$ cat config.mk
export PLATFORM = sky130hd
export DESIGN_NAME = execute_stage
export DESIGN_NICKNAME = d
export VERILOG_FILES = /design/src/rtl/y86_pkg.sv /design/src/rtl/cond_eval.sv /design/src/rtl/execute_stage.sv
export SDC_FILE = /design/constraint.sdc
export NUM_CORES = 1
export LEC_CHECK = 0
export ABC_CLOCK_PERIOD_IN_PS = 159500
export CAP_MARGIN = 20
export CORE_MARGIN = 3
export CORE_UTILIZATION = 37
export DETAILED_ROUTE_END_ITERATION = 7
export GPL_TIMING_DRIVEN = 0
export PLACE_DENSITY_LB_ADDON = 0.05
export SLEW_MARGIN = 10
export SYNTH_ARGS = -nofsm -noshare
export SYNTH_HDL_FRONTEND = slang
export SYNTH_HIERARCHICAL = 1
export SYNTH_SLANG_ARGS = --single-unit
$ cat constraint.sdc
create_clock -name clk -period 159.5 [get_ports clk]
set_clock_uncertainty 0.1 [all_clocks]
set_input_delay 39.875 -clock clk [delete_from_list [all_inputs] [get_ports clk]]
set_output_delay 39.875 -clock clk [all_outputs]
set_load 0.02 [all_outputs]
$ cat src/rtl/y86_pkg.sv
// Shared Y86-64 encodings for the pipeline: instruction codes, ALU and
// condition function codes, stat codes, the "no register" ID and the
// execute-to-memory bubble value, plus the ripple adder used by the ALU.
package y86_pkg;

  // Instruction codes (icode)
  localparam logic [3:0] IcodeHalt   = 4'h0;
  localparam logic [3:0] IcodeNop    = 4'h1;
  localparam logic [3:0] IcodeRrmovq = 4'h2;
  localparam logic [3:0] IcodeIrmovq = 4'h3;
  localparam logic [3:0] IcodeRmmovq = 4'h4;
  localparam logic [3:0] IcodeMrmovq = 4'h5;
  localparam logic [3:0] IcodeOpq    = 4'h6;
  localparam logic [3:0] IcodeJxx    = 4'h7;
  localparam logic [3:0] IcodeCall   = 4'h8;
  localparam logic [3:0] IcodeRet    = 4'h9;
  localparam logic [3:0] IcodePushq  = 4'hA;
  localparam logic [3:0] IcodePopq   = 4'hB;

  // ALU functions (ifun of OPq); every 2-bit value is a legal member
  typedef enum logic [1:0] {
    AluAdd = 2'd0,
    AluSub = 2'd1,
    AluAnd = 2'd2,
    AluXor = 2'd3
  } alu_fn_e;

  // Condition functions (ifun of jXX / cmovXX)
  localparam logic [3:0] CondAlways = 4'h0;
  localparam logic [3:0] CondLe     = 4'h1;
  localparam logic [3:0] CondL      = 4'h2;
  localparam logic [3:0] CondE      = 4'h3;
  localparam logic [3:0] CondNe     = 4'h4;
  localparam logic [3:0] CondGe     = 4'h5;
  localparam logic [3:0] CondG      = 4'h6;

  // Stage status codes
  localparam logic [2:0] StatBub = 3'd0;
  localparam logic [2:0] StatAok = 3'd1;
  localparam logic [2:0] StatHlt = 3'd2;
  localparam logic [2:0] StatAdr = 3'd3;
  localparam logic [2:0] StatIns = 3'd4;

  localparam logic [3:0] RegNone = 4'hF;

  // Condition codes are packed {ZF, SF, OF}; reset leaves only ZF set
  localparam logic [2:0] CcReset = 3'b100;

  // Execute-to-memory pipeline register contents
  typedef struct packed {
    logic [2:0]  stat;
    logic [3:0]  icode;
    logic        cnd;
    logic [63:0] val_e;
    logic [63:0] val_a;
    logic [3:0]  dst_e;
    logic [3:0]  dst_m;
  } mreg_t;

  // Bubble value; the destination ID is passed in so a block can use its own RNONE
  function automatic mreg_t make_bubble(input logic [3:0] rnone);
    mreg_t b;
    b.stat  = StatBub;
    b.icode = IcodeNop;
    b.cnd   = 1'b0;
    b.val_e = '0;
    b.val_a = '0;
    b.dst_e = rnone;
    b.dst_m = rnone;
    return b;
  endfunction

  // 64-bit ripple-carry adder; subtraction is a + ~b with cin = 1
  function automatic logic [63:0] ripple_add(input logic [63:0] a, input logic [63:0] b,
                                             input logic cin);
    logic        c;
    logic [63:0] s;
    c = cin;
    for (int i = 0; i < 64; i++) begin
      s[i] = a[i] ^ b[i] ^ c;
      c    = (a[i] & b[i]) | (c & (a[i] ^ b[i]));
    end
    return s;
  endfunction

endpackage

$ cat src/rtl/cond_eval.sv
// Evaluates a jXX/cmovXX condition function against the condition codes
// {ZF, SF, OF}. Unknown function codes evaluate false.
module cond_eval
  import y86_pkg::*;
(
  input  logic [3:0] ifun,
  input  logic [2:0] cc,
  output logic       Cnd
);

  logic w_zf;
  logic w_lt;

  assign w_zf = cc[2];
  // Signed "less than" holds when the sign disagrees with the overflow flag
  assign w_lt = cc[1] ^ cc[0];

  // Decode the condition function
  always_comb begin
    Cnd = 1'b0;
    case (ifun)
      CondAlways: Cnd = 1'b1;
      CondLe:     Cnd = w_lt | w_zf;
      CondL:      Cnd = w_lt;
      CondE:      Cnd = w_zf;
      CondNe:     Cnd = ~w_zf;
      CondGe:     Cnd = ~w_lt;
      CondG:      Cnd = ~w_lt & ~w_zf;
      default:    Cnd = 1'b0;
    endcase
  end

endmodule

$ cat src/rtl/execute_stage.sv
// Y86-64 execute stage: ALU operand selection, ALU, condition codes,
// cmov destination squashing and the execute-to-memory pipeline register.
// Optional macro EXEC_CC_EXC_GATE_EN: when defined, a condition-code update
// is suppressed while the memory or writeback stage holds an exception.
// Only WIDTH = 64 is supported.
module execute_stage
  import y86_pkg::*;
#(
  parameter int unsigned WIDTH = 64,
  parameter logic [3:0]  RNONE = 4'hF
) (
  input  logic             clk,
  input  logic             rst_n,
  input  logic [2:0]       E_stat,
  input  logic [3:0]       E_icode,
  input  logic [3:0]       E_ifun,
  input  logic [WIDTH-1:0] E_valC,
  input  logic [WIDTH-1:0] E_valA,
  input  logic [WIDTH-1:0] E_valB,
  input  logic [3:0]       E_dstE,
  input  logic [3:0]       E_dstM,
  input  logic             M_stall,
  input  logic             M_bubble,
  input  logic             m_exc,
  input  logic             W_exc,
  output logic [WIDTH-1:0] e_valE,
  output logic [3:0]       e_dstE,
  output logic             e_Cnd,
  output logic [2:0]       M_stat,
  output logic [3:0]       M_icode,
  output logic             M_Cnd,
  output logic [WIDTH-1:0] M_valE,
  output logic [WIDTH-1:0] M_valA,
  output logic [3:0]       M_dstE,
  output logic [3:0]       M_dstM,
  output logic [2:0]       cc
);

  localparam mreg_t MBubble = make_bubble(RNONE);

  logic [63:0] w_alu_a;
  logic [63:0] w_alu_b;
  alu_fn_e     w_alu_fn;
  logic [63:0] w_sum;
  logic [63:0] w_diff;
  logic [63:0] w_alu_out;
  logic        w_of;
  logic [2:0]  w_cc_new;
  logic        w_cc_en;
  logic        w_cnd;
  mreg_t       w_m_next;
  logic [2:0]  r_cc;
  mreg_t       r_m;

  // Select the ALU A operand
  always_comb begin
    w_alu_a = '0;
    case (E_icode)
      IcodeOpq, IcodeRrmovq:                w_alu_a = E_valA;
      IcodeIrmovq, IcodeRmmovq, IcodeMrmovq: w_alu_a = E_valC;
      IcodeCall, IcodePushq:                w_alu_a = 64'hFFFF_FFFF_FFFF_FFF8;
      IcodeRet, IcodePopq:                  w_alu_a = 64'd8;
      default:                              w_alu_a = '0;
    endcase
  end

  // Select the ALU B operand
  always_comb begin
    w_alu_b = '0;
    case (E_icode)
      IcodeRmmovq, IcodeMrmovq, IcodeOpq, IcodeCall,
      IcodePushq, IcodeRet, IcodePopq:       w_alu_b = E_valB;
      default:                              w_alu_b = '0;
    endcase
  end

  // Only OPq chooses its own ALU function; everything else adds
  assign w_alu_fn = (E_icode == IcodeOpq && E_ifun[3:2] == 2'b00) ? alu_fn_e'(E_ifun[1:0])
                                                                  : AluAdd;

  assign w_sum  = ripple_add(w_alu_b, w_alu_a, 1'b0);
  assign w_diff = ripple_add(w_alu_b, ~w_alu_a, 1'b1);

  // ALU result and signed-overflow flag
  always_comb begin
    w_alu_out = w_sum;
    w_of      = 1'b0;
    case (w_alu_fn)
      AluAdd: begin
        w_alu_out = w_sum;
        w_of      = (w_alu_a[63] == w_alu_b[63]) && (w_sum[63] != w_alu_b[63]);
      end
      AluSub: begin
        w_alu_out = w_diff;
        w_of      = (w_alu_a[63] != w_alu_b[63]) && (w_diff[63] != w_alu_b[63]);
      end
      AluAnd:  w_alu_out = w_alu_b & w_alu_a;
      AluXor:  w_alu_out = w_alu_b ^ w_alu_a;
      default: w_alu_out = w_sum;
    endcase
  end

  assign w_cc_new = {(w_alu_out == 64'd0), w_alu_out[63], w_of};

`ifdef EXEC_CC_EXC_GATE_EN
  // A later-stage exception must not let this instruction change the flags
  assign w_cc_en = (E_icode == IcodeOpq) && !m_exc && !W_exc;
`else
  logic w_unused_exc;
  assign w_unused_exc = m_exc ^ W_exc;
  assign w_cc_en      = (E_icode == IcodeOpq);
`endif

  cond_eval u_cond_eval (
    .ifun (E_ifun),
    .cc   (r_cc),
    .Cnd  (w_cnd)
  );

  assign e_valE = w_alu_out;
  assign e_Cnd  = w_cnd;
  // A cmov whose condition fails writes nothing
  assign e_dstE = (E_icode == IcodeRrmovq && !w_cnd) ? RNONE : E_dstE;

  assign w_m_next = '{stat:  E_stat,
                      icode: E_icode,
                      cnd:   w_cnd,
                      val_e: w_alu_out,
                      val_a: E_valA,
                      dst_e: e_dstE,
                      dst_m: E_dstM};

  // Condition-code register
  always_ff @(posedge clk) begin
    if (!rst_n) begin
      r_cc <= CcReset;
    end else if (w_cc_en) begin
      r_cc <= w_cc_new;
    end
  end

  // Execute-to-memory register; stall beats bubble
  always_ff @(posedge clk) begin
    if (!rst_n) begin
      r_m <= MBubble;
    end else if (M_stall) begin
      r_m <= r_m;
    end else if (M_bubble) begin
      r_m <= MBubble;
    end else begin
      r_m <= w_m_next;
    end
  end

  assign cc      = r_cc;
  assign M_stat  = r_m.stat;
  assign M_icode = r_m.icode;
  assign M_Cnd   = r_m.cnd;
  assign M_valE  = r_m.val_e;
  assign M_valA  = r_m.val_a;
  assign M_dstE  = r_m.dst_e;
  assign M_dstM  = r_m.dst_m;

endmodule

# Word level (Yosys, flattened, before mapping)
# Index checks and enable logic that the tools add are counted.
# word_totals
register_bits	147
output_inout_bits	216
# classes
n_eq_ne	22
n_mux	8
n_bitwise	638
reduce_logical	14
# op_table
cell	count
case mux 64 bit (4 select lines)	2
XOR 1 bit	255
AND 1 bit	251
2-to-1 mux 144 bit	1
OR 1 bit	126
AND 64 bit	1
logical NOT 64 bit	1
2-to-1 mux 64 bit	1
inverter 64 bit	1
XOR 64 bit	1
equality test 4 x 3 -> 1 bit, second input constant	6
equality test 4 x 2 -> 1 bit, second input constant	4
equality test 4 bit, second input constant	4
case mux 1 bit (7 select lines)	1
OR reduction 7 bit	1
OR reduction 2 bit	3
equality test 2 bit, second input constant	2
equality test 4 x 1 -> 1 bit, second input constant	1
logical AND 1 bit	4
logical NOT 2 bit	2
logical NOT 4 bit	1
2-to-1 mux 4 bit	1
inequality test 1 bit	3
inverter 1 bit	3
other kinds (6)	6

# Logic depth before layout (Yosys ltp)
# depth
depth_word	134
depth_mapped	82

# Modules after synthesis
# The synthesis kept the hierarchy.
# by_module_without_submodules
mod	instances	cells_per_inst	area_per_inst_um2	seq_area_each_um2
execute_stage	1	1621	13808.2	2942.8
cond_eval	1	10	81.3	0.0

# Least setup slack after synthesis
# OpenSTA, ideal clock, no wires.
# synth_path
path_type	input -> output
from	input E_icode[2]
to	output e_valE[62]
t_arrival_ns	68.941
t_required_ns	119.525
setup_slack_ns	50.584
stages	78
path_buffers	2
path_cell_list	buf_4 -> mux2_2 -> nor2_1 -> clkbuf_1 -> a22o_1 -> ha_1 -> inv_1 -> fa_1 -> fa_1 -> fa_1 -> fa_1 -> fa_1 -> fa_1 -> fa_1 -> fa_1 -> fa_1 -> fa_1 -> fa_1 -> [... 42 more ...] -> fa_1 -> fa_1 -> fa_1 -> fa_1 -> fa_1 -> fa_1 -> fa_1 -> fa_1 -> inv_1 -> fa_1 -> inv_1 -> fa_1 -> inv_1 -> fa_1 -> mux2i_1 -> nand3_1 -> o221a_2 -> inv_1
# synth_between
elab_chain_len	130
elab_cells_between_ends	522
classes_between	eq/ne (12); mux (4); bitwise (499); reduce/logical (7)
# synth_lines
item	line	source
start: declaration	execute_stage.sv:15	input logic [3:0] E_icode,
equality test 4 x 3 -> 1 bit, or another cell as far along	execute_stage.sv:58, execute_stage.sv:70	
OR reduction 3 bit or OR reduction 2 bit (tied branches)	execute_stage.sv:58	case (E_icode)
case mux 64 bit (4 select lines)	execute_stage.sv:58	
inverter 64 bit	execute_stage.sv:82	assign w_diff = ripple_add(w_alu_b, ~w_alu_a, 1'b1);
AND 1 bit or XOR 1 bit (tied branches)	y86_pkg.sv:81	c = (a[i] & b[i]) | (c & (a[i] ^ b[i]));
OR 1 bit	y86_pkg.sv:81	
AND 1 bit	y86_pkg.sv:81	
OR 1 bit	y86_pkg.sv:81	
[... 114 more ...]	n/a	
AND 1 bit	y86_pkg.sv:81	
OR 1 bit	y86_pkg.sv:81	
AND 1 bit	y86_pkg.sv:81	
OR 1 bit	y86_pkg.sv:81	
AND 1 bit	y86_pkg.sv:81	
OR 1 bit	y86_pkg.sv:81	
XOR 1 bit	y86_pkg.sv:80	s[i] = a[i] ^ b[i] ^ c;
case mux 64 bit (4 select lines) *	execute_stage.sv:88	case (w_alu_fn)
end: declaration	execute_stage.sv:26	output logic [WIDTH-1:0] e_valE,
# Every way passes the cells marked *; elsewhere a longest branch is shown, timed or not.

# Worst setup path after layout
# layout_path
from	input E_icode[0]
to	output e_valE[63]
# layout_between
elab_chain_len	132
elab_cells_between_ends	530
classes_between	eq/ne (12); mux (4); bitwise (507); reduce/logical (7)
# layout_lines
item	line
equality test 4 x 3 -> 1 bit, or another cell as far along	execute_stage.sv:58, execute_stage.sv:70
OR reduction 3 bit or OR reduction 2 bit (tied branches)	execute_stage.sv:58
case mux 64 bit (4 select lines)	execute_stage.sv:58
inverter 64 bit	execute_stage.sv:82
AND 1 bit or XOR 1 bit (tied branches)	y86_pkg.sv:81
OR 1 bit	y86_pkg.sv:81
AND 1 bit	y86_pkg.sv:81
OR 1 bit	y86_pkg.sv:81
[... 116 more ...]	n/a
AND 1 bit	y86_pkg.sv:81
OR 1 bit	y86_pkg.sv:81
AND 1 bit	y86_pkg.sv:81
OR 1 bit	y86_pkg.sv:81
AND 1 bit	y86_pkg.sv:81
OR 1 bit	y86_pkg.sv:81
XOR 1 bit	y86_pkg.sv:80
case mux 64 bit (4 select lines) *	execute_stage.sv:88
# Marked as above.

==> results_dict.tcl <==
set metrics [dict create \
    status "finished, final reports clean" \
    hold_class "register to register" \
    fill_cells 3513 \
    dieArea_um2 39900 \
    netlist_area_um2 13900 \
    hold_violations 0 \
    ctsResizeCount 0 \
    wl_met2_mm 30.9 \
    finalSetupViolations 0 \
    clk_pin_slew_worst_paths_ns 0.07 \
    synth_area_leaders "dfxtp_1 (21%), fa_1 (18%), ha_1 (11%)" \
    hold_depth 2 \
    ant_nets 0 \
    hold_end "M_dstM[0]$_SDFFE_PN1N_" \
    antenna_found_initial 3 \
    netlist.top_cell.by_area "dfxtp_1" \
    route.top_layer_used "met5" \
    ys.flop_type "dfxtp_1" \
    synthesis.nets 2099 \
    cts_tree "done" \
    grt_max_degree 17 \
    post-cts-setup-buffers 0 \
    grt_use_total 0.341 \
    fmax_ghz 0.00886 \
    tightest_slew_ns 1.28 \
    r2r_slack_ns 157.22 \
    synth.distinct_cells 61 \
    fin_ws_ns 46.57 \
    r2r-start "cc[2]$_SDFFE_PN1N_" \
    die_y_um 200 \
    final_cell_mix "clkdlybuf4s50_1 (426), nor2_1 (281), dfxtp_1 (147)" \
    fin_crit_sh 0.708 \
    fp-row-count 70 \
    remaining_drc_errors 0 \
    h-tree-depth 4 \
    dr.first_iter.drc_count 1367 \
    path_class "input pin to output pin" \
    crit_path_start_kind "input pin" \
    relSlewSlack 0.145 \
    crit_arrival_ns 72.95 \
    drtPass1Iterations 5 \
    synth-async-reset-ratio 0 \
    avgSynthCellArea_um2 8.52 \
    die_x_um 200 \
    cp_slowest_cell "o21ai_0" \
    post-dp-hpwl_mm 56.0 \
    drive_gt1_frac 0.0430 \
    routabilityCongestion 0.990 \
    met1Wirelength_mm 27.4 \
    post-synth-top-area-fraction 0.212 \
    cts.sink_count 147 \
    ys_seq_area_frac 0.212 \
    setup_tns_ns 0 \
    crit_fanout 10 \
    overflow 0 \
    maxSlewViolCount 0 \
    viasPerCell 5.80 \
    hp-start "M_dstM[0]$_SDFFE_PN1N_" \
    synth_edf_count 0 \
    postCtsHoldBufs 0 \
    dr_total_vias 14900 \
    path_common_cell "fa_1" \
    preCtsSetupSlack_ns 46.79 \
    core_area_um2 36800 \
    cp_data_required_time_ns 119.53 \
    end_kind "output pin" \
    grt_pass1_wl_mm 98.6 \
    ir_drop_v 0.00000870 \
    start_util 0.378 \
    portBuffers 426 \
    p_leak_nw 8.01 \
    fin_crit_ns 112.93 \
    yosys_warnings 6 \
    ff2ff_path_depth 7 \
    layout_commonest_cell "clkdlybuf4s50_1" \
    drv_cap 0 \
    r2r_end "M_dstE[0]$_SDFFE_PN1N_" \
    met3_wirelength_mm 7.86 \
    syn_inst 1631 \
    rsz0062_at_grt "no" \
    ys_seq_elements 147 \
    ios 433 \
    max_stage_delay_ns 0.91 \
    cts_root_buf "clkbuf_16" \
    grt_pass1_vias 15000 \
    clkLatencyLatePin_ns 0.46 \
    cts_buffers 17 \
    syn2layout_area_growth_pct 39.1 \
    totalWireLength_mm 69.2 \
    fin_nets 2548 \
    clockBufferDepth 2 \
    power_density_nw_per_um2 7.91 \
    avgRoutedWirePerCell_um 27.0 \
]
logic make-up after synthesis:
family                     share of synthesized area
xor gates and xnor gates                     0.00252
muxes                                        0.00441
and+or+nand+nor                                0.174
adders and majority gates                      0.293
DFF                                            0.212
AOI/OAI and AO/OA                              0.233
buffers and inverters                         0.0813
cells in the mapped netlist (2+ instances only):
cell,number
a221oi_1,61
o2111ai_1,5
o221a_2,12
and2_1,61
nand2_1,17
nand3_1,6
or4_1,10
or2_2,5
nor3b_1,69
dfxtp_1,147
o21ai_1,2
xor2_1,2
nor2_1,281
xnor2_1,2
nor3_1,5
a21oi_1,138
mux2i_1,5
o31a_1,2
a41oi_1,43
and4bb_1,2
o221ai_2,2
clkbuf_1,93
buf_4,3
ha_1,127
buf_6,2
a21o_1,27
o22a_1,2
a31oi_1,2
buf_2,22
o221a_1,3
buf_1,21
o21ai_0,13
inv_1,139
nor4_1,11
a22oi_1,70
o221ai_1,16
nand2b_1,7
o22ai_1,47
a41oi_2,3
fa_1,124
nand4_1,2
where the power goes:
part           internal, mW  switching [mW]
logic                0.0309          0.0438
registers            0.0384        0.000976
clock network        0.0203          0.0185
total                0.0896          0.0633
sequential cells by signal, indices dropped and copies added (netlist names):
signal,flops
M_dstE,4
M_valA,64
M_valE,64
M_stat,3
M_icode,4
M_dstM,4
M_Cnd,1
cc,3
worst max-delay path by stage:
stage | startpoint | endpoint | slack [ns] | cells after the start
2_1_floorplan | E_icode[2] | e_valE[62] | 50.58 | 78
5_1_grt | E_icode[3] | e_valE[63] | 45.51 | 81
3_3_place_gp | E_icode[3] | e_valE[63] | 46.74 | 81
3_5_place_dp | E_icode[0] | e_valE[63] | 46.79 | 79
4_1_cts | E_icode[0] | e_valE[63] | 46.66 | 79
6_report | E_icode[0] | e_valE[63] | 46.57 | 81
metrics by stage:
stage | total power, mW | instance area, µm² | utilization | hold WS [ns] | cells
2_1_floorplan | 0.0810 | 13900 | - | 0.477 | 1631
3_3_place_gp | 0.112 | 18700 | 0.509 | 0.363 | 2525
3_5_place_dp | 0.113 | 18800 | 0.510 | 0.370 | 2527
4_1_cts | 0.152 | 19300 | 0.525 | 0.394 | 2559
5_1_grt | 0.161 | 19300 | 0.525 | 0.403 | 2562
6_report | 0.153 | 19300 | 0.525 | 0.394 | 2563
routing by layer:
layer	vias up	track usage
met5	-	0.00358
met1	7291	0.420
met3	139	0.138
met2	827	0.533
li1	6612	-
met4	4	0.144
worst max-delay path: cells and delay by family:
family,cells,cell delay (ns)
AOI/OAI and AO/OA,3,1.09
xor gates and xnor gates,1,0.10
adders and majority gates,63,28.63
buffers and inverters,11,2.75
and+or+nand+nor,3,0.48
layout make-up:
type / count / area [µm²] / share of cell area
Antenna cell: 2 / 5.00 / 0.000259
Clock buffer: 18 / 429 / 0.0222
Timing Repair Buffer: 430 / 4290 / 0.222
Clock inverter: 14 / 118 / 0.00609
Tap cell: 468 / 586 / 0.0303
Sequential cell: 147 / 2940 / 0.152
Buffer: 143 / 603 / 0.0312
Inverter: 140 / 526 / 0.0272
Multi-Input combinational cell: 1201 / 9820 / 0.508
(Power assumes the default switching activity.)
